[src/rtl/frame_sched_pkg.sv]
// Shared display-pipeline definitions: scheduler state encoding, pixel
// field widths and screen geometry used by the VGA-side blocks.
package frame_sched_pkg;

  typedef enum logic [1:0] {
    IDLE    = 2'd0,
    GRANT   = 2'd1,
    RELEASE = 2'd2
  } state_e;

  localparam int X_W      = 8;
  localparam int Y_W      = 7;
  localparam int C_W      = 3;
  localparam int SCREEN_W = 160;
  localparam int SCREEN_H = 120;

endpackage

[src/rtl/frame_tick_gen.sv]
// Free-running frame counter: 0..FRAME_CYCLES-1, wrapping, with a tick
// in the cycle the count sits at its last value.
module frame_tick_gen #(
  parameter int FRAME_CYCLES = 833333
) (
  input  logic clk,
  input  logic rst_n,
  output logic tick_o
);

  localparam int CW = (FRAME_CYCLES > 1) ? $clog2(FRAME_CYCLES) : 1;
  localparam logic [CW-1:0] LAST = CW'(FRAME_CYCLES - 1);

  logic [CW-1:0] cnt_q;
  logic [CW-1:0] cnt_d;

  // next count with wrap at the frame boundary
  always_comb begin
    cnt_d = cnt_q;
    if (cnt_q == LAST) begin
      cnt_d = {CW{1'b0}};
    end else begin
      cnt_d = cnt_q + CW'(1);
    end
  end

  // counter register
  always_ff @(posedge clk or negedge rst_n) begin
    if (!rst_n) begin
      cnt_q <= {CW{1'b0}};
    end else begin
      cnt_q <= cnt_d;
    end
  end

  assign tick_o = (cnt_q == LAST);

endmodule

[src/rtl/frame_scheduler.sv]
// Per-frame arbiter for the VGA pixel-write port: runs each pixel engine once
// per frame tick in index order and muxes the granted engine onto the adapter.
module frame_scheduler
  import frame_sched_pkg::*;
#(
  parameter int NUM_CLIENTS  = 3,
  parameter int FRAME_CYCLES = 833333,
  parameter int TIMEOUT      = 32768
) (
  input  logic                         clk,
  input  logic                         reset,
  input  logic [NUM_CLIENTS-1:0]       done_in,
  input  logic [NUM_CLIENTS-1:0]       plot_in,
  input  logic [X_W*NUM_CLIENTS-1:0]   x_in,
  input  logic [Y_W*NUM_CLIENTS-1:0]   y_in,
  input  logic [C_W*NUM_CLIENTS-1:0]   c_in,
  input  logic                         clear_err,
  output logic [NUM_CLIENTS-1:0]       en_out,
  output logic [X_W-1:0]               vga_x,
  output logic [Y_W-1:0]               vga_y,
  output logic [C_W-1:0]               vga_colour,
  output logic                         vga_plot,
  output logic                         frame_start,
  output logic                         busy,
  output logic                         overrun,
  output logic [7:0]                   missed_frames,
  output logic [NUM_CLIENTS-1:0]       timeout_err
);

  localparam int KW = $clog2(NUM_CLIENTS);
  localparam int TW = $clog2(TIMEOUT);
  localparam logic [KW-1:0] LAST_K = KW'(NUM_CLIENTS - 1);
  localparam logic [TW-1:0] LAST_T = TW'(TIMEOUT - 1);

  state_e                 state_q, state_d;
  logic [KW-1:0]          k_q, k_d;
  logic [TW-1:0]          timer_q, timer_d;
  logic [NUM_CLIENTS-1:0] en_q, en_d;
  logic [NUM_CLIENTS-1:0] timeout_set;
  logic [NUM_CLIENTS-1:0] timeout_err_q;
  logic                   busy_q, frame_start_q, overrun_q, vga_plot_q;
  logic [7:0]             missed_q;
  logic [X_W-1:0]         vga_x_q;
  logic [Y_W-1:0]         vga_y_q;
  logic [C_W-1:0]         vga_c_q;
  logic                   tick;
  logic                   overrun_set;

  frame_tick_gen #(.FRAME_CYCLES(FRAME_CYCLES)) u_tick (
    .clk    (clk),
    .rst_n  (reset),
    .tick_o (tick)
  );

  // a tick that finds the scheduler mid-frame is dropped, not queued
  assign overrun_set = tick && (state_q != IDLE);

  // next-state, client index, grant timer and timeout detection
  always_comb begin
    state_d     = state_q;
    k_d         = k_q;
    timer_d     = timer_q;
    timeout_set = {NUM_CLIENTS{1'b0}};
    case (state_q)
      IDLE: begin
        if (tick) begin
          state_d = GRANT;
          k_d     = {KW{1'b0}};
          timer_d = {TW{1'b0}};
        end else begin
          state_d = IDLE;
        end
      end
      GRANT: begin
        if (done_in[k_q]) begin
          state_d = RELEASE;
        end else if (timer_q == LAST_T) begin
          state_d          = RELEASE;
          timeout_set[k_q] = 1'b1;
        end else begin
          timer_d = timer_q + TW'(1);
        end
      end
      RELEASE: begin
        timer_d = {TW{1'b0}};
        if (k_q == LAST_K) begin
          state_d = IDLE;
        end else begin
          state_d = GRANT;
          k_d     = k_q + KW'(1);
        end
      end
      default: begin
        state_d = IDLE;
        k_d     = {KW{1'b0}};
        timer_d = {TW{1'b0}};
      end
    endcase
  end

  // one-hot enable derived from the upcoming state so it is registered
  always_comb begin
    en_d = {NUM_CLIENTS{1'b0}};
    for (int i = 0; i < NUM_CLIENTS; i++) begin
      en_d[i] = (state_d == GRANT) && (k_d == KW'(i));
    end
  end

  // FSM state and status outputs
  always_ff @(posedge clk or negedge reset) begin
    if (!reset) begin
      state_q       <= IDLE;
      k_q           <= {KW{1'b0}};
      timer_q       <= {TW{1'b0}};
      en_q          <= {NUM_CLIENTS{1'b0}};
      busy_q        <= 1'b0;
      frame_start_q <= 1'b0;
    end else begin
      state_q       <= state_d;
      k_q           <= k_d;
      timer_q       <= timer_d;
      en_q          <= en_d;
      busy_q        <= (state_d != IDLE);
      frame_start_q <= (state_q == IDLE) && tick;
    end
  end

  // adapter mux: fields hold outside GRANT, the strobe does not
  always_ff @(posedge clk or negedge reset) begin
    if (!reset) begin
      vga_x_q    <= {X_W{1'b0}};
      vga_y_q    <= {Y_W{1'b0}};
      vga_c_q    <= {C_W{1'b0}};
      vga_plot_q <= 1'b0;
    end else if (state_q == GRANT) begin
      vga_x_q    <= x_in[int'(k_q)*X_W +: X_W];
      vga_y_q    <= y_in[int'(k_q)*Y_W +: Y_W];
      vga_c_q    <= c_in[int'(k_q)*C_W +: C_W];
      vga_plot_q <= plot_in[k_q] & ~done_in[k_q];
    end else begin
      vga_plot_q <= 1'b0;
    end
  end

  // sticky error flags; a same-cycle set beats clear_err
  always_ff @(posedge clk or negedge reset) begin
    if (!reset) begin
      overrun_q     <= 1'b0;
      missed_q      <= 8'd0;
      timeout_err_q <= {NUM_CLIENTS{1'b0}};
    end else begin
      timeout_err_q <= (clear_err ? {NUM_CLIENTS{1'b0}} : timeout_err_q) | timeout_set;
      if (overrun_set) begin
        overrun_q <= 1'b1;
        if (missed_q != 8'hFF) begin
          missed_q <= missed_q + 8'd1;
        end else begin
          missed_q <= missed_q;
        end
      end else if (clear_err) begin
        overrun_q <= 1'b0;
        missed_q  <= 8'd0;
      end else begin
        overrun_q <= overrun_q;
        missed_q  <= missed_q;
      end
    end
  end

  assign en_out        = en_q;
  assign busy          = busy_q;
  assign frame_start   = frame_start_q;
  assign vga_x         = vga_x_q;
  assign vga_y         = vga_y_q;
  assign vga_colour    = vga_c_q;
  assign vga_plot      = vga_plot_q;
  assign overrun       = overrun_q;
  assign missed_frames = missed_q;
  assign timeout_err   = timeout_err_q;

endmodule

[config.mk]
export PLATFORM = sky130hd
export DESIGN_NAME = frame_scheduler
export DESIGN_NICKNAME = d
export VERILOG_FILES = /design/src/rtl/frame_sched_pkg.sv /design/src/rtl/frame_tick_gen.sv /design/src/rtl/frame_scheduler.sv
export SDC_FILE = /design/constraint.sdc
export NUM_CORES = 1
export LEC_CHECK = 0
export BUFFER_PORTS_ARGS = -buffer_cell sky130_fd_sc_hd__buf_2
export CAP_MARGIN = 20
export CORE_ASPECT_RATIO = 0.7
export CORE_MARGIN = 2
export CORE_UTILIZATION = 30
export CTS_BUF_LIST = sky130_fd_sc_hd__clkbuf_8
export CTS_CLUSTER_SIZE = 24
export DETAILED_ROUTE_END_ITERATION = 6
export GPL_TIMING_DRIVEN = 0
export PLACE_DENSITY_LB_ADDON = 0.12
export SYNTH_ARGS = -nofsm -noshare
export SYNTH_HDL_FRONTEND = slang
export SYNTH_SLANG_ARGS = --single-unit
[constraint.sdc]
create_clock -name clk -period 3.9 [get_ports clk]
set_input_delay 0.39 -clock clk [delete_from_list [all_inputs] [get_ports clk]]
set_output_delay 0.39 -clock clk [all_outputs]
set_load 0.02 [all_outputs]
==> flow_summary.toml, run 1 <==
[synthesis]
synth-xor-area-share_pct = 5.69
yosys.area_share.simple_pct = 25.3
synth_flop_cell = "dfrtp_1"
synth_mux_area_share_pct = 5.00
async_flop_share_pct = 100
ys_warn_count = 0
synthDistinctLibCells = 57
synth_top_area_cell = "dfrtp_1"
synth_top_family_by_area = "simple AND/OR/NAND/NOR gates"
netlist_area_mm2 = 0.00401
synth-edff-count = 0
syn-num-nets = 505
yosysTopAreaCellShare_pct = 46.9
synth_compound_area_share_pct = 11.2
synth_seq_cells = 75
seq_area_frac_synth_pct = 46.9
synth_cells = 434
synth_area_leaders = "dfrtp_1, nor2_1, mux2i_1, nand2_1, xnor2_1"
syn_avg_cell_area_um2 = 9.23
synthAdderAreaFrac_pct = 2.50

[layout]
layout_commonest_cell = "buf_2"
n_antenna_cell = 0
nNetsFinal = 616
synthToLayoutAreaGrowth_pct = 22.9
num-fill-cells = 1358
layout_common_cells = "buf_2, dfrtp_1, nor2_1"
drive_above_1_share_pct = 24.2

[power]
totalPowerFinal_w = 0.00262
leakage_nw = 2.30
powerDensity_mw_per_mm2 = 532
peakVddDrop_uv = 318

[grt]
antenna_found_initial = 0
overflow = 0
grt_max_degree = 45
grt_use_total_pct = 15.0
grt_pass1_wl_um = 16900
grt_pass1_vias = 3337

[floorplan]
die_x_um = 142
fp.coreArea_mm2 = 0.0131
dieArea_mm2 = 0.0143
ioPinCount = 99
num_rows = 35
initial_utilization_pct = 30.6
die_h_um = 101

[drt]
vias_per_cell = 4.87
drt_wl_total_um = 10200
drt_iter0_drc = 201
vias = 3489
drc_errors = 0
drt-wirelength-per-cell_um = 14.3
dr.pass1.iters = 4
antenna_left = 0

[timing]
finClkSkew_ps = 7.06
fin_crit_sh_pct = 66.9
maxSlewViolCount = 0
tightest_slew_ps = 907
hold_slack_ps = 315
rsz0062_at_grt = "false"
fin_crit_ps = 2610
max_freq_ghz = 0.384
slew_headroom_pct = 39.1
hold_viol_final = 0
finalSetupViolCount = 0
fin_tns_setup_ps = 0

[critical_path]
path_max_fanout = 10
rrSetupSlack_ps = 1290
r2r-start = "u_tick.cnt_q[0]"
crit_type = "flop to flop"
r2r_end = "timer_q[2]"
cp-end-kind = "flop"
cp-start-kind = "flop"
reg2regPathDepth = 7
crit_chain = "inv_1, ha_1, nor4bb_1, and3_2, nand2_1, o21ai_1, nor2_1"
cp_slowest_cell = "o21ai_1"
slowest_delay_ps = 760
cp.arrival_ps = 2810
worstPathRequired_ps = 4100

[clock_tree]
path_clk_slew_ps = 80
cts_resized = 0
cts_buffers = 9
cts_tree = "yes"
htreeDepth = 3
clockRootBuffer = "clkbuf_8"
insertion_delay_ps = 350
cts_sinks = 75
cts_max_path_buffers = 2

[min_path]
holdCritStartpoint = "clear_err"
min_path_type = "primary input to flop"
hold_path_end = "timeout_err[1]"
holdPathStages = 2

[status]
status = "finished clean"

[placed_design]
gp_congestion = 0.773
hpwl_um = 7680
io_buffers = 98

[run]
drv_cap = 0
state kept, by name, indices dropped and copies added (netlist names), 3 cells and up:
| signal | cells |
|---|---|
| timer_q | 15 |
| timeout_err | 3 |
| u_tick.cnt_q | 20 |
| vga_y | 7 |
| vga_x | 8 |
| missed_frames | 8 |
| vga_colour | 3 |
| en_out | 3 |
cells in the mapped netlist (4+ instances only):
library cell	number
o21ai_0	25
a21oi_1	21
xnor2_1	16
nand2_1	47
mux2i_1	20
inv_1	15
clkbuf_1	13
ha_1	8
and3_1	5
nor3_1	16
xor2_1	10
nor4_1	6
o211ai_1	4
nand4_1	10
nor2_1	55
dfrtp_1	75
nand3_1	25
kinds of logic after synthesis:
logic type | count (synthesis)
flip-flops | 75
AO/OA/AOI/OAI | 74
AND/OR/NAND/NOR | 198
buffers and inverters | 33
adder cells (fa/ha/maj) | 8
multiplexers | 20
XOR/XNOR | 26
metrics by stage:
stage / cells / setup slack [ps] / cell area [um2] / util (%)
after CTS: 716 / 1300 / 4920 / 37.6
after global routing: 716 / 1100 / 4920 / 37.6
after detailed placement: 699 / 1330 / 4730 / 36.1
after floorplan: 434 / 1920 / 4010 / -
final: 716 / 1290 / 4920 / 37.6
after global placement: 698 / 1400 / 4700 / 35.9
per-layer routing:
layer	vias to the layer above	global-route usage (%)	share of wire, %
met5	-	0	0
met4	0	3.69	0.81
met3	8	4.18	3.9
met2	55	22.1	44
met1	1671	21.8	52
li1	1755	-	-
worst max-delay path: cells and delay by family (launching register included):
kind	cells	cell delay, ps
adder cells (fa/ha/maj)	1	180
flip-flops	1	450
buffers and inverters	1	80
AO/OA/AOI/OAI	1	760
AND/OR/NAND/NOR	4	970
report_power, final:
group / switching [W] / total, W / leakage (nW) / internal (W)
Clock: 0.000287 / 0.000548 / 0.0949 / 0.000261
Sequential: 0.0000831 / 0.00100 / 0.999 / 0.000917
Combinational: 0.000704 / 0.00107 / 1.20 / 0.000368
timing repair:
| action | 4_1_cts | 5_1_grt |
|---|---|---|
| endpoints found under the setup margin | 0 | 0 |
| endpoints found under the hold margin | 31 | 0 |
| hold buffers | 1 | 0 |
| setup buffers | 0 | 0 |
layout make-up:
type                       count  area, um2  share of cell area [%]
sequential                    75       1880                    38.1
buffer                        18       81.3                    1.65
inverter                      15       56.3                    1.14
multi-input combinational    326       1990                    40.4
timing repair buffer         100        531                    10.8
clock buffer                  11        151                    3.08
clock inverter                 5       27.5                   0.559
tap                          166        208                    4.22
worst max-delay path by stage:
stage	from	to	slack (ps)
after floorplan	u_tick.cnt_q[0]	missed_frames[7]	1920
after global placement	u_tick.cnt_q[0]	timer_q[2]	1400
after detailed placement	u_tick.cnt_q[0]	timer_q[2]	1330
after CTS	u_tick.cnt_q[0]	timer_q[2]	1300
after global routing	u_tick.cnt_q[0]	timer_q[2]	1100
final	u_tick.cnt_q[0]	timer_q[2]	1290
(Power assumes the default switching activity.)
==> inputs of run 2 (changes only) <==
Clock period 3.9 ns to 2.3 ns, I/O delays scaled along.
==> flow_summary.toml, run 2 (synthesized netlist as in run 1, its figures left out) <==
[layout]
num-fill-cells = 1342
nNetsFinal = 619
n_antenna_cell = 0
fin_cells = 719
top_register = "u_tick.cnt_q"
layout_commonest_cell = "buf_2"
synthToLayoutAreaGrowth_pct = 25.9
layout_common_cells = "buf_2, dfrtp_1, nor2_1"
drive_above_1_share_pct = 27.3
reg_top3 = "u_tick.cnt_q x20, timer_q x15"
largest_reg_flops = 20

[placed_design]
hpwl_um = 7680
dpl.cell_count = 699
io_buffers = 98
gp_congestion = 0.773

[critical_path]
cp-start-kind = "flop"
slowest_delay_ps = 590
reg2regPathDepth = 7
crit_type = "flop to flop"
cp.arrival_ps = 2440
cp-end-kind = "flop"
crit_chain = "inv_1, ha_1, nor4bb_4, and3_2, nand2_1, or4_4, o211a_1"
cp_num_buf_inv = 1
cpLargestDelayFamily = "simple AND/OR/NAND/NOR gates"
cp-endpoint = "missed_frames[7]"
r2r-start = "u_tick.cnt_q[0]"
worstPathRequired_ps = 2540
path_max_fanout = 6
r2r_end = "missed_frames[7]"
critPathLaunch = "u_tick.cnt_q[0]"
rrSetupSlack_ps = 100
crit_cells = 7
cp_slowest_cell = "or4_4"

[drt]
drt-wirelength-per-cell_um = 14.4
vias_per_cell = 4.90
vias = 3523
drt_wl_total_um = 10300
drt_iter0_drc = 195
drc_errors = 0
met2_length_um = 4660
dr.pass1.iters = 4
dr_wl_met3_um = 312
highest_layer = "met4"
antenna_left = 0
wl_met1_um = 5330

[floorplan]
dieArea_mm2 = 0.0143
num_rows = 35
ioPinCount = 99
initial_utilization_pct = 30.6
fp.coreArea_mm2 = 0.0131
die_x_um = 142
die_h_um = 101

[grt]
grt_pass1_wl_um = 17000
grt_pass1_vias = 3336
antenna_found_initial = 0
grt_use_total_pct = 15.0
overflow = 0
grt_max_degree = 45

[power]
peakVddDrop_uv = 544
leakage_nw = 2.35
powerDensity_mw_per_mm2 = 890

[run]
drv_cap = 0

[timing]
finClkSkew_ps = 6.49
tightest_slew_ps = 779
maxSlewViolCount = 0
slew_headroom_pct = 47.7
fin_crit_ps = 2200
finalSetupViolCount = 0
max_freq_ghz = 0.454
hold_viol_final = 0
fin_tns_setup_ps = 0
fin_crit_sh_pct = 95.7

[min_path]
holdPathStages = 3
min_path_type = "primary input to flop"

[clock_tree]
insertion_delay_ps = 350
cts_sinks = 75
cts_tree = "yes"
htreeDepth = 3
cts_buffers = 9
path_clk_slew_ps = 80
cts_max_path_buffers = 2
clockRootBuffer = "clkbuf_8"

[status]
status = "finished clean"
-- run 2: through the flow --
stage	hold WS [ps]	area [um2]	setup WS [ps]	power (W)	utilization, %
CTS	139	4940	4.73	0.00453	37.8
detailed placement	217	4730	-274	0.00357	36.1
global route	147	5040	-2.14	0.00489	38.5
global placement	460	4700	-195	0.00354	35.9
finish	164	5040	99.5	0.00449	38.5
floorplan	-65.6	4010	322	0.00295	-
-- run 2: where the power goes --
group / total [W] / switching [W] / internal [W] / leakage [nW]
combinational: 0.00186 / 0.00121 / 0.000650 / 1.26
clock: 0.000925 / 0.000482 / 0.000443 / 0.0949
sequential: 0.00170 / 0.000143 / 0.00155 / 0.998
-- run 2: final cells by class --
type | instances | area [um2] | area share [%]
plain buffers | 18 | 88.8 | 1.76
repair buffers | 103 | 566 | 11.2
clock inverters | 5 | 27.5 | 0.546
flip-flops and latches | 75 | 1880 | 37.2
inverters | 15 | 56.3 | 1.12
multi-input cells | 326 | 2070 | 41.0
clock buffers | 11 | 151 | 3.00
well taps | 166 | 208 | 4.12
-- run 2: per-layer routing --
metal  track usage [%]  vias up
li1                  -     1769
met1              21.8     1700
met2              22.1       52
met3              4.18        2
met4              3.69        0
met5                 0        -
-- run 2: what timing repair did --
action                                  4_1_cts  5_1_grt
gates resized for setup                       5       20
endpoints found under the hold margin        31        0
endpoints found under the setup margin       15       40
hold buffers                                  1        0
setup buffers                                 0        3
pin swaps                                     0        1
-- run 2: worst min path at each step --
| stage | from | to |
|---|---|---|
| finish | y_in[16] | vga_y[2] |
| floorplan | reset | busy |
| CTS | clear_err | overrun |
| detailed placement | reset | missed_frames[6] |
| global placement | vga_x[4] | vga_x[4] |
| global route | x_in[17] | vga_x[1] |
-- run 2: tightest hold or removal path: stages --
cell and delay, ps:
buf_2 70, a21oi_1 40, o21ai_0 130
==> inputs of run 3 (changes only) <==
Settings changed: CORE_ASPECT_RATIO 0.7 to 0.8, SETUP_SLACK_MARGIN set to 0.3.
Clock period 2.3 ns to 1.8 ns, I/O delays scaled along.
==> flow_summary.toml, run 3 (synthesized netlist as in run 1, its figures left out) <==
[min_path]
min_path_type = "primary input to flop"

[layout]
layout_commonest_cell = "buf_2"
n_antenna_cell = 0
multi_input_area_mm2 = 0.00247
largest_reg_flops = 20
num-fill-cells = 1241
top_register = "u_tick.cnt_q"
seq_area_mm2 = 0.00189
layout_common_cells = "buf_2, dfrtp_1, nand2_1"
synthToLayoutAreaGrowth_pct = 52.6
drive_above_1_share_pct = 45.1
reg_top3 = "u_tick.cnt_q x20, timer_q x15"
nNetsFinal = 671
final_cell_area_mm2 = 0.00611

[power]
leakage_nw = 2.80
powerDensity_mw_per_mm2 = 1130
peakVddDrop_uv = 691
totalPowerFinal_w = 0.00690

[grt]
overflow = 0
grt_pass1_vias = 3733
grt_pass1_wl_um = 18800
grt_max_degree = 48
grt_use_total_pct = 16.4
antenna_found_initial = 0

[placed_design]
hpwl_um = 7830
place_ws_ps = -422
gp_congestion = 0.751
place_area_mm2 = 0.00493
io_buffers = 98

[floorplan]
ioPinCount = 99
initial_utilization_pct = 30.9
die_x_um = 133
die_h_um = 107
dieArea_mm2 = 0.0143
num_rows = 37
fp.coreArea_mm2 = 0.0130

[timing]
hold_slack_ps = 107
fin_tns_setup_ps = -1870
slew_headroom_pct = 66.3
rsz0062_at_grt = "true"
finalSetupViolCount = 21
fin_crit_sh_pct = 112
max_freq_ghz = 0.497
worst_slack_ps = -211
tightest_slew_ps = 503
fin_crit_ps = 2010
finClkSkew_ps = 9.87
maxSlewViolCount = 0
hold_viol_final = 0

[critical_path]
cp-end-kind = "flop"
cp.arrival_ps = 2270
crit_type = "flop to flop"
worstPathRequired_ps = 2060
rrSetupSlack_ps = -210
cp-start-kind = "flop"
path_max_fanout = 4

[status]
violations = "negative setup slack"
status = "complete, but fails checks"

[clock_tree]
path_clk_slew_ps = 80
cts_buffers = 9
cts_tree = "yes"
htreeDepth = 3
cts_max_path_buffers = 2
insertion_delay_ps = 350
clockRootBuffer = "clkbuf_8"
cts_sinks = 75

[drt]
drt-wirelength-per-cell_um = 14.9
vias = 3814
vias_per_cell = 4.89
drt_iter0_drc = 188
drc_errors = 0
antenna_left = 0
drt_wl_total_um = 11600
dr.pass1.iters = 5

[run]
drv_cap = 0
==> run 3: metal layers <==
| layer | vias to the layer above | share of wire, % | global-route usage, % |
|---|---|---|---|
| met3 | 8 | 3.1 | 3.11 |
| met2 | 56 | 49 | 26.1 |
| li1 | 1874 | - | - |
| met1 | 1876 | 47 | 23.0 |
| met5 | - | 0 | 0 |
| met4 | 0 | 0.88 | 4.71 |
==> run 3: metrics by stage <==
stage | utilization, % | instances
after floorplan | - | 434
after global placement | 37.8 | 707
after detailed placement | 38.0 | 708
after CTS | 45.4 | 766
after global routing | 47.1 | 780
final | 47.1 | 780
==> run 3: path summary, 6_finish.rpt <==
| check | startpoint | endpoint | cells after the start |
|---|---|---|---|
| setup / recovery | u_tick.cnt_q[11] | missed_frames[4] | 5 |
| hold / removal | c_in[7] | vga_colour[1] | 3 |
| setup reg to reg | u_tick.cnt_q[11] | missed_frames[4] | 5 |
| hold reg to reg | vga_y[3] | vga_y[3] | 2 |
| max in group asynchronous | reset | vga_y[6] | 3 |
| min in group asynchronous | reset | missed_frames[5] | 2 |
==> run 3: report_power, final <==
group	total, W	internal, W	switching (W)
sequential	0.00218	0.00199	0.000191
clock	0.00177	0.00113	0.000634
combinational	0.00296	0.00117	0.00179
==> run 3: final cells by class <==
cell class,count,share of cell area (%)
Sequential cell,75,30.9
Tap cell,175,3.58
Clock buffer,11,2.48
Multi-Input combinational cell,326,40.4
Buffer,18,2.72
Timing Repair Buffer,155,16.9
Clock inverter,5,2.03
Inverter,15,0.962
==> run 3: repair_timing <==
action                                  CTS  global route
hold endpoints to repair                 28             0
setup buffers                            40            13
gates cloned                              1             1
pin swaps                                31            19
hold buffers                              1             0
gates resized for setup                  87            35
endpoints found under the setup margin   72            71
==> run 3: worst max-delay path, cell delays in order (launching register included) <==
cell      delay (ps)
dfrtp_2          450
nor4b_4          410
nand2_2          140
or4_4            580
nor2b_4          140
a311oi_1         190
